$ cat src/rtl/sysarr_defs.sv
// Shared definitions for the 3x3 half-precision systolic array family.
// Holds array geometry, binary16 field positions, the collector state
// encoding and the fixed capture latency of the array.
package sysarr_defs;

  localparam int SA_DIM     = 3;
  localparam int SA_ELEMS   = SA_DIM * SA_DIM;
  localparam int HP_W       = 16;
  localparam int HP_EXP_MSB = 14;
  localparam int HP_EXP_LSB = 10;
  localparam int SA_CAP0    = 5;

  typedef enum logic [1:0] {
    ST_IDLE,
    ST_WAIT,
    ST_CAP,
    ST_DRAIN
  } state_t;

endpackage

$ cat src/rtl/hp_exc_detect.sv
// Binary16 exception detector.
// Flags a word whose exponent field is all ones (Inf or NaN).
// Ports:
//   word - binary16 input word
//   exc  - 1 when the exponent field is all ones
module hp_exc_detect
  import sysarr_defs::*;
#(
  parameter int W       = HP_W,
  parameter int EXP_MSB = HP_EXP_MSB,
  parameter int EXP_LSB = HP_EXP_LSB
) (
  input  logic [W-1:0] word,
  output logic         exc
);

  always_comb begin
    exc = &word[EXP_MSB:EXP_LSB];
  end

endmodule

$ cat src/rtl/sysarr_result_collector.sv
// Result collector for the 3x3 binary16 systolic array.
// Captures the five diagonal result ports over three fixed-latency cycles
// after a start pulse, then streams the nine words row-major over a
// valid/ready handshake.
// Ports:
//   clock, reset              - rising-edge clock, synchronous active-high reset
//   start                     - 1-cycle pulse aligned with array input wave 0
//   c53,c54,c55 / c35,c45     - array bottom / right edge diagonal outputs
//   res_data,res_idx          - result word and its row*3+col index
//   res_exc                   - result word is Inf/NaN
//   res_last                  - current beat is index 8
//   res_valid / res_ready     - output handshake
//   busy                      - job in progress (any state but idle)
//   start_err                 - 1-cycle pulse when a start arrives while busy
module sysarr_result_collector
  import sysarr_defs::*;
#(
  parameter int N    = 15,
  parameter int CAP0 = SA_CAP0
) (
  input  logic       clock,
  input  logic       reset,
  input  logic       start,
  input  logic [N:0] c53,
  input  logic [N:0] c54,
  input  logic [N:0] c55,
  input  logic [N:0] c35,
  input  logic [N:0] c45,
  output logic [N:0] res_data,
  output logic [3:0] res_idx,
  output logic       res_exc,
  output logic       res_last,
  output logic       res_valid,
  input  logic       res_ready,
  output logic       busy,
  output logic       start_err
);

  state_t     state;
  logic [2:0] cnt;
  logic [1:0] kcnt;
  logic [3:0] idx_nxt;

  // Row-major flat storage: element r*3+c holds d[r][c].
  logic [N:0] mat [SA_ELEMS];

  always_comb begin
    idx_nxt = res_idx + 4'd1;
    busy    = (state != ST_IDLE);
  end

  always_ff @(posedge clock) begin
    if (reset) begin
      state     <= ST_IDLE;
      cnt       <= '0;
      kcnt      <= '0;
      res_data  <= '0;
      res_idx   <= '0;
      res_last  <= 1'b0;
      res_valid <= 1'b0;
      start_err <= 1'b0;
      for (int unsigned i = 0; i < SA_ELEMS; i++) begin
        mat[i] <= '0;
      end
    end else begin
      // Any start outside IDLE is dropped and reported, including one that
      // coincides with the final drain transfer.
      start_err <= start && (state != ST_IDLE);

      case (state)
        ST_IDLE: begin
          if (start) begin
            state <= ST_WAIT;
            cnt   <= 3'(CAP0 - 1);
          end
        end

        ST_WAIT: begin
          if (cnt == '0) begin
            state <= ST_CAP;
            kcnt  <= '0;
          end else begin
            cnt <= cnt - 3'd1;
          end
        end

        ST_CAP: begin
          kcnt <= kcnt + 2'd1;
          case (kcnt)
            2'd0: begin
              mat[0] <= c55;
              mat[1] <= c45;
              mat[2] <= c35;
              mat[3] <= c54;
              mat[6] <= c53;
            end
            2'd1: begin
              mat[4] <= c55;
              mat[5] <= c45;
              mat[7] <= c54;
            end
            default: begin
              // d00 was captured two edges ago, so the first beat can be
              // preloaded while d22 is still being written.
              mat[8]    <= c55;
              state     <= ST_DRAIN;
              res_valid <= 1'b1;
              res_idx   <= '0;
              res_data  <= mat[0];
              res_last  <= 1'b0;
            end
          endcase
        end

        ST_DRAIN: begin
          if (res_ready) begin
            if (res_idx == 4'd8) begin
              state     <= ST_IDLE;
              res_valid <= 1'b0;
              res_last  <= 1'b0;
            end else begin
              res_idx  <= idx_nxt;
              res_data <= mat[idx_nxt];
              res_last <= (idx_nxt == 4'd8);
            end
          end
        end

        default: state <= ST_IDLE;
      endcase
    end
  end

  hp_exc_detect #(
    .W       (N + 1),
    .EXP_MSB (HP_EXP_MSB),
    .EXP_LSB (HP_EXP_LSB)
  ) u_exc (
    .word (res_data),
    .exc  (res_exc)
  );

endmodule
$ cat config.mk
export PLATFORM = sky130hd
export DESIGN_NAME = sysarr_result_collector
export DESIGN_NICKNAME = d
export VERILOG_FILES = /design/src/rtl/sysarr_defs.sv /design/src/rtl/hp_exc_detect.sv /design/src/rtl/sysarr_result_collector.sv
export SDC_FILE = /design/constraint.sdc
export NUM_CORES = 1
export LEC_CHECK = 0
export ABC_AREA = 1
export CORE_ASPECT_RATIO = 0.9
export CORE_UTILIZATION = 30
export CTS_CLUSTER_SIZE = 10
export DETAILED_ROUTE_END_ITERATION = 6
export SYNTH_ARGS = -nofsm -noshare
export SYNTH_HDL_FRONTEND = slang
export SYNTH_SLANG_ARGS = --single-unit
$ cat constraint.sdc
create_clock -name clock -period 7.8 [get_ports clock]
set_input_delay 1.56 -clock clock [delete_from_list [all_inputs] [get_ports clock]]
set_output_delay 1.56 -clock clock [all_outputs]
set_load 0.05 [all_outputs]
==> flow_metrics.tcl, run 1 <==
set metrics [dict create \
    critPathKind "primary input to flip-flop" \
    rsz0062_at_grt "no" \
    gp_congestion 0.805 \
    synthToLayoutAreaGrowth_pct 24.6 \
    r2r_start "res_idx[0]" \
    ioPinCount 109 \
    fin_cells 1351 \
    cts_tree "yes" \
    n_antenna_cell 0 \
    critPathSlowestCell "nand2_2" \
    die_y_um 157 \
    hold_end "cnt[1]" \
    placed_area_um2 9360 \
    max-vdd-ir-drop_v 0.000139 \
    drtAntennaViolNets 0 \
    tightest_slew_ps 1170 \
    power_switching_uw 871 \
    yosysTopAreaCell "edfxtp_1" \
    dp.cells 1319 \
    ys_warn_count 0 \
    dieWidth_um 174 \
    synth_seq_cells 174 \
    netlist_top_cells_area "edfxtp_1, nand2_1, dfxtp_1, nor2_1, inv_1" \
    initial_utilization_pct 30.6 \
    finalCritPeriodShare_pct 57.5 \
    hpwl_um 13200 \
    clock_sinks 174 \
    ctsHoldBuffers 0 \
    worstHoldStart "cnt[1]" \
    cts_buffer_depth 2 \
    slew_headroom_pct 22.0 \
    crit_chain "clkdlybuf4s50_1 -> clkinv_1 -> nand2_2 -> buf_4 -> nor2_1" \
    routed_wl_um 20100 \
    cts_buffers 17 \
    drive_gt1_share_pct 4.29 \
    core_area_um2 26100 \
    tns_ps 0 \
    root_buffer "clkbuf_16" \
    min_path_type "flip-flop to flip-flop" \
    clkTransAtPathRegs_ps 60 \
    arrival_ps 4630 \
    crit_required_ps 7940 \
    ctsResizeCount 0 \
    seqPwrFrac_pct 46.0 \
    num_rows 56 \
    finalHoldViolations 0 \
    final_area_um2 9940 \
    place_ws_ps 2830 \
    netlist_instances 899 \
    worstReg2RegEnd "res_data[8]" \
    syn_area_um2 7980 \
    wl_per_cell_um 14.9 \
    ff2ff_path_depth 10 \
    antenna_found_initial 0 \
    skew_ps 5.86 \
    htreeDepth 4 \
    grt_remaining_overflow 0 \
    clk_latency_ps 420 \
    grt_pass1_wl_um 32000 \
    fin_crit_ps 4480 \
    synth_nets 995 \
    cp_max_fo 50 \
    syn_avg_cell_area_um2 8.87 \
    cp-start-kind "primary input" \
    route.vias.total 6050 \
    critPathMaxStageDelay_ps 860 \
    first_pass_iters 5 \
    p_clk_share_pct 30.1 \
    io_buffer_count 108 \
    maxCapViolations 0 \
    comb_power_share_pct 23.8 \
    synthDistinctLibCells 23 \
    max_clock_freq_ghz 0.223 \
    holdPathStages 2 \
    grt_max_degree 81 \
    swShare_pct 31.0 \
    yosysSeqAreaShare_pct 61.7 \
    drc_errors 0 \
    finalSetupViolCount 0 \
    die_area_um2 27200 \
    status "finished clean" \
    r2r_slack_ps 4710 \
    initialDrtViolationCount 506 \
    end_kind "flip-flop" \
    power_density_nw_per_um2 283 \
    netlist.area_leader.share_pct 54.2 \
    viasPerCell 4.48 \
    post-cts-setup-buffers 0 \
    drv_slew 0 \
    p_leak_uw 0.00427 \
    finalNetCount 1086 \
    track_usage_pct 15.6 \
    grt_pass1_vias 6106 \
    p_int_uw 1940 \
    timing.final.ws_setup_ps 3320 \
]
## power groups by stage
stage	combinational, uW	clock [uW]	sequential (uW)
2_1_floorplan	348	0	1400
3_3_place_gp	665	0	1310
3_5_place_dp	674	0	1310
4_1_cts	679	853	1290
5_1_grt	750	890	1310
6_report	670	846	1290
## Yosys cell counts (all sizes together)
library cell	count
a21oi	26
ha	12
o31ai	1
or2	1
clkbuf	17
nor2	141
o21ai	36
dfxtp	30
buf	25
nor3	2
o21a	1
clkinv	1
nand3	59
inv	127
nand2	272
nand4	3
edfxtp	144
a211oi	1
## worst max path at each step
stage | from | to | depth (start not counted)
final | reset | mat[8][11] | 5
after global routing | reset | mat[0][11] | 5
after CTS | reset | mat[0][11] | 5
after detailed placement | reset | mat[4][11] | 5
after global placement | reset | mat[0][8] | 5
after floorplan | reset | mat[0][0] | 4
## kinds of logic after synthesis
family / count (synthesis) / synth area share [%]
flip-flops: 174 / 61.7
AND/OR/NAND/NOR: 478 / 23.7
AO/OA/AOI/OAI: 65 / 4.17
buffers and inverters: 170 / 8.52
adder cells (fa/ha/maj): 12 / 1.88
## state kept, by name, indices dropped and copies added, names as in the netlist
name,cells
mat,144
res_data,16
res_idx,4
cnt,3
kcnt,2
state,2
res_last,1
res_valid,1
start_err,1
## routing by layer
metal / part of all wire [%] / global-route usage, % / vias to the layer above / wire length, um
li1: - / - / 3023 / -
met5: 0 / 0 / - / 0
met2: 48 / 26.7 / 169 / 9720
met1: 44 / 19.5 / 2836 / 8960
met4: 1.9 / 5.47 / 0 / 377
met3: 5.4 / 3.06 / 22 / 1080
## stage by stage
step	power (uW)	util [%]	hold slack (ps)
final	2810	38.1	456
after global routing	2950	38.1	497
after CTS	2830	38.1	462
after detailed placement	1990	35.9	453
after global placement	1980	35.9	452
after floorplan	1750	-	433
## final cells by class
| cell class | count | area (um2) |
|---|---|---|
| fillers | 2669 | 16100 |
| flip-flops and latches | 174 | 4930 |
| multi-input cells | 555 | 2390 |
| repair buffers | 114 | 1130 |
| clock buffers | 27 | 503 |
| inverters | 128 | 480 |
| well taps | 348 | 435 |
| clock inverters | 5 | 80.1 |
## placed cells by master, fill, tap and decap left out, types with 17 or more instances in the layout
cell type        Yosys  routed
nand2_1            271     268
edfxtp_1           144     144
nor2_1             140     140
inv_1              123     122
clkdlybuf4s50_1      0     108
nand3_1             59      59
o21ai_0             35      35
dfxtp_1             30      29
a21oi_1             26      26
clkbuf_16            0      17
## worst max-delay path: cells and delay by family
family,cells,cell delay [ps]
buffers and inverters,3,2020
AND/OR/NAND/NOR,2,1010
No activity file was read; power rests on OpenSTA's default activity.
==> run 2, diff against run 1 <==
==> constraint.sdc (replaced) <==
create_clock -name clock -period 4.3 [get_ports clock]
set_input_delay 0.86 -clock clock [delete_from_list [all_inputs] [get_ports clock]]
set_output_delay 0.86 -clock clock [all_outputs]
set_load 0.05 [all_outputs]
==> flow_metrics.tcl, run 2 (synthesized netlist as in run 1, its figures left out) <==
set metrics [dict create \
    status "finished clean" \
    io_buffer_count 108 \
    worstReg2RegEnd "res_data[6]" \
    regArea_um2 4930 \
    cts_tree "yes" \
    holdPathStages 2 \
    fillers 2632 \
    layout_commonest_cell "nand2_1" \
    first_pass_iters 4 \
    crit_required_ps 3440 \
    critPathKind "flip-flop to output port" \
    clk_latency_ps 440 \
    ctsResizeCount 0 \
    finalCritPeriodShare_pct 67.4 \
    viasPerCell 4.45 \
    power_switching_uw 1650 \
    p_leak_uw 0.00432 \
    initial_utilization_pct 30.6 \
    cts_buffers 17 \
    maxCapViolations 0 \
    r2r_slack_ps 2150 \
    antenna_found_initial 0 \
    grt_max_degree 67 \
    final_cell_mix "nand2_1, edfxtp_1, nor2_1, inv_1, clkdlybuf4s50_1" \
    grt_remaining_overflow 0 \
    finalSetupViolCount 0 \
    slew_headroom_pct 44.5 \
    cp-start-kind "flip-flop" \
    n_antenna_cell 0 \
    drv_slew 0 \
    hold_end "cnt[2]" \
    die_y_um 157 \
    drive_gt1_share_pct 5.36 \
    clkTransAtPathRegs_ps 70 \
    grt_pass1_vias 6078 \
    p_int_uw 3530 \
    initialDrtViolationCount 431 \
    timing.final.ws_setup_ps 1400 \
    ff2ff_path_depth 9 \
    hpwl_um 13600 \
    cp_max_fo 4 \
    grt_pass1_wl_um 32400 \
    seqPwrFrac_pct 45.1 \
    place_ws_ps 1120 \
    ioPinCount 109 \
    skew_ps 7.05 \
    min_path_type "flip-flop to flip-flop" \
    cts_buffer_depth 2 \
    ctsHoldBuffers 0 \
    route.vias.total 6038 \
    synthToLayoutAreaGrowth_pct 25.9 \
    r2r_start "res_idx[0]" \
    fin_crit_ps 2900 \
    post-cts-setup-buffers 0 \
    comb_power_share_pct 24.0 \
    end_kind "output port" \
    root_buffer "clkbuf_16" \
    finalNetCount 1091 \
    max_clock_freq_ghz 0.345 \
    p_clk_share_pct 30.9 \
    max-vdd-ir-drop_v 0.000292 \
    track_usage_pct 15.8 \
    wl_per_cell_um 15.1 \
    tns_ps 0 \
    dieWidth_um 174 \
    reg_top3 "mat x144, res_data x16, res_idx x4" \
    tightest_slew_ps 832 \
    num_rows 56 \
    arrival_ps 2040 \
    swShare_pct 31.8 \
    htreeDepth 4 \
    die_area_um2 27200 \
    power_density_nw_per_um2 516 \
    largest-register "mat" \
    rsz0062_at_grt "no" \
    worstHoldStart "cnt[2]" \
    clock_sinks 174 \
    largest_register_ffs 144 \
    gp_congestion 0.810 \
    drc_errors 0 \
    core_area_um2 26100 \
    drtAntennaViolNets 0 \
    final_util_pct 38.5 \
    multiInputGateArea_um2 2390 \
    finalHoldViolations 0 \
    routed_wl_um 20500 \
]
## run 2: cell types whose count changed in the layout (fill, tap and decap cells not counted)
cell / change
clkbuf_1: -6
inv_6: +6
clkbuf_8: -4
buf_12: +3
buf_4: +2
bufinv_16: +1
clkinv_4: +1
clkinvlp_2: +1
clkinvlp_4: +1
## run 2: worst max-delay path by stage
stage / start / end / slack, ps / depth (start not counted)
2_1_floorplan: reset / mat[0][0] / 770 / 4
3_3_place_gp: reset / mat[6][1] / 1110 / 4
3_5_place_dp: reset / mat[3][11] / 1120 / 4
4_1_cts: state[0] / busy / 1380 / 4
5_1_grt: state[0] / busy / 1300 / 4
6_report: state[0] / busy / 1400 / 4
## run 2: metrics by stage
stage	power, uW	instance area (um2)	instances	hold slack (ps)
global placement	3600	9430	1324	446
detailed placement	3620	9430	1324	465
global route	5440	10000	1356	500
finish	5180	10000	1356	472
CTS	5220	10000	1356	476
floorplan	3170	7980	899	433
## run 2: area by class of cell
| cell class | count | share of cell area [%] |
|---|---|---|
| Multi-Input combinational cell | 555 | 23.8 |
| Clock inverter | 15 | 1.83 |
| Tap cell | 348 | 4.34 |
| Sequential cell | 174 | 49.0 |
| Clock buffer | 17 | 4.24 |
| Inverter | 128 | 4.78 |
| Timing Repair Buffer | 119 | 12.0 |
## run 2: per-layer routing
| layer | part of all wire, % | GRT usage (%) | vias to the layer above | wire (um) |
|---|---|---|---|---|
| met5 | 0 | 0 | - | 0 |
| met4 | 1.4 | 4.72 | 0 | 280 |
| met2 | 49 | 26.9 | 156 | 9960 |
| li1 | - | - | 3030 | - |
| met3 | 4.6 | 3.06 | 23 | 944 |
| met1 | 45 | 20.3 | 2829 | 9290 |
## run 2: critical path: stages, from the launching register on
cell and delay, ps:
dfxtp_1 360, inv_1 100, ha_1 250, inv_1 80, clkdlybuf4s50_1 800
## run 2: power by group through the flow
stage	clock [uW]	combinational, uW	sequential (uW)
global route	1690	1390	2370
CTS	1620	1260	2340
detailed placement	0	1250	2370
floorplan	0	631	2540
global placement	0	1230	2370
finish	1600	1240	2340
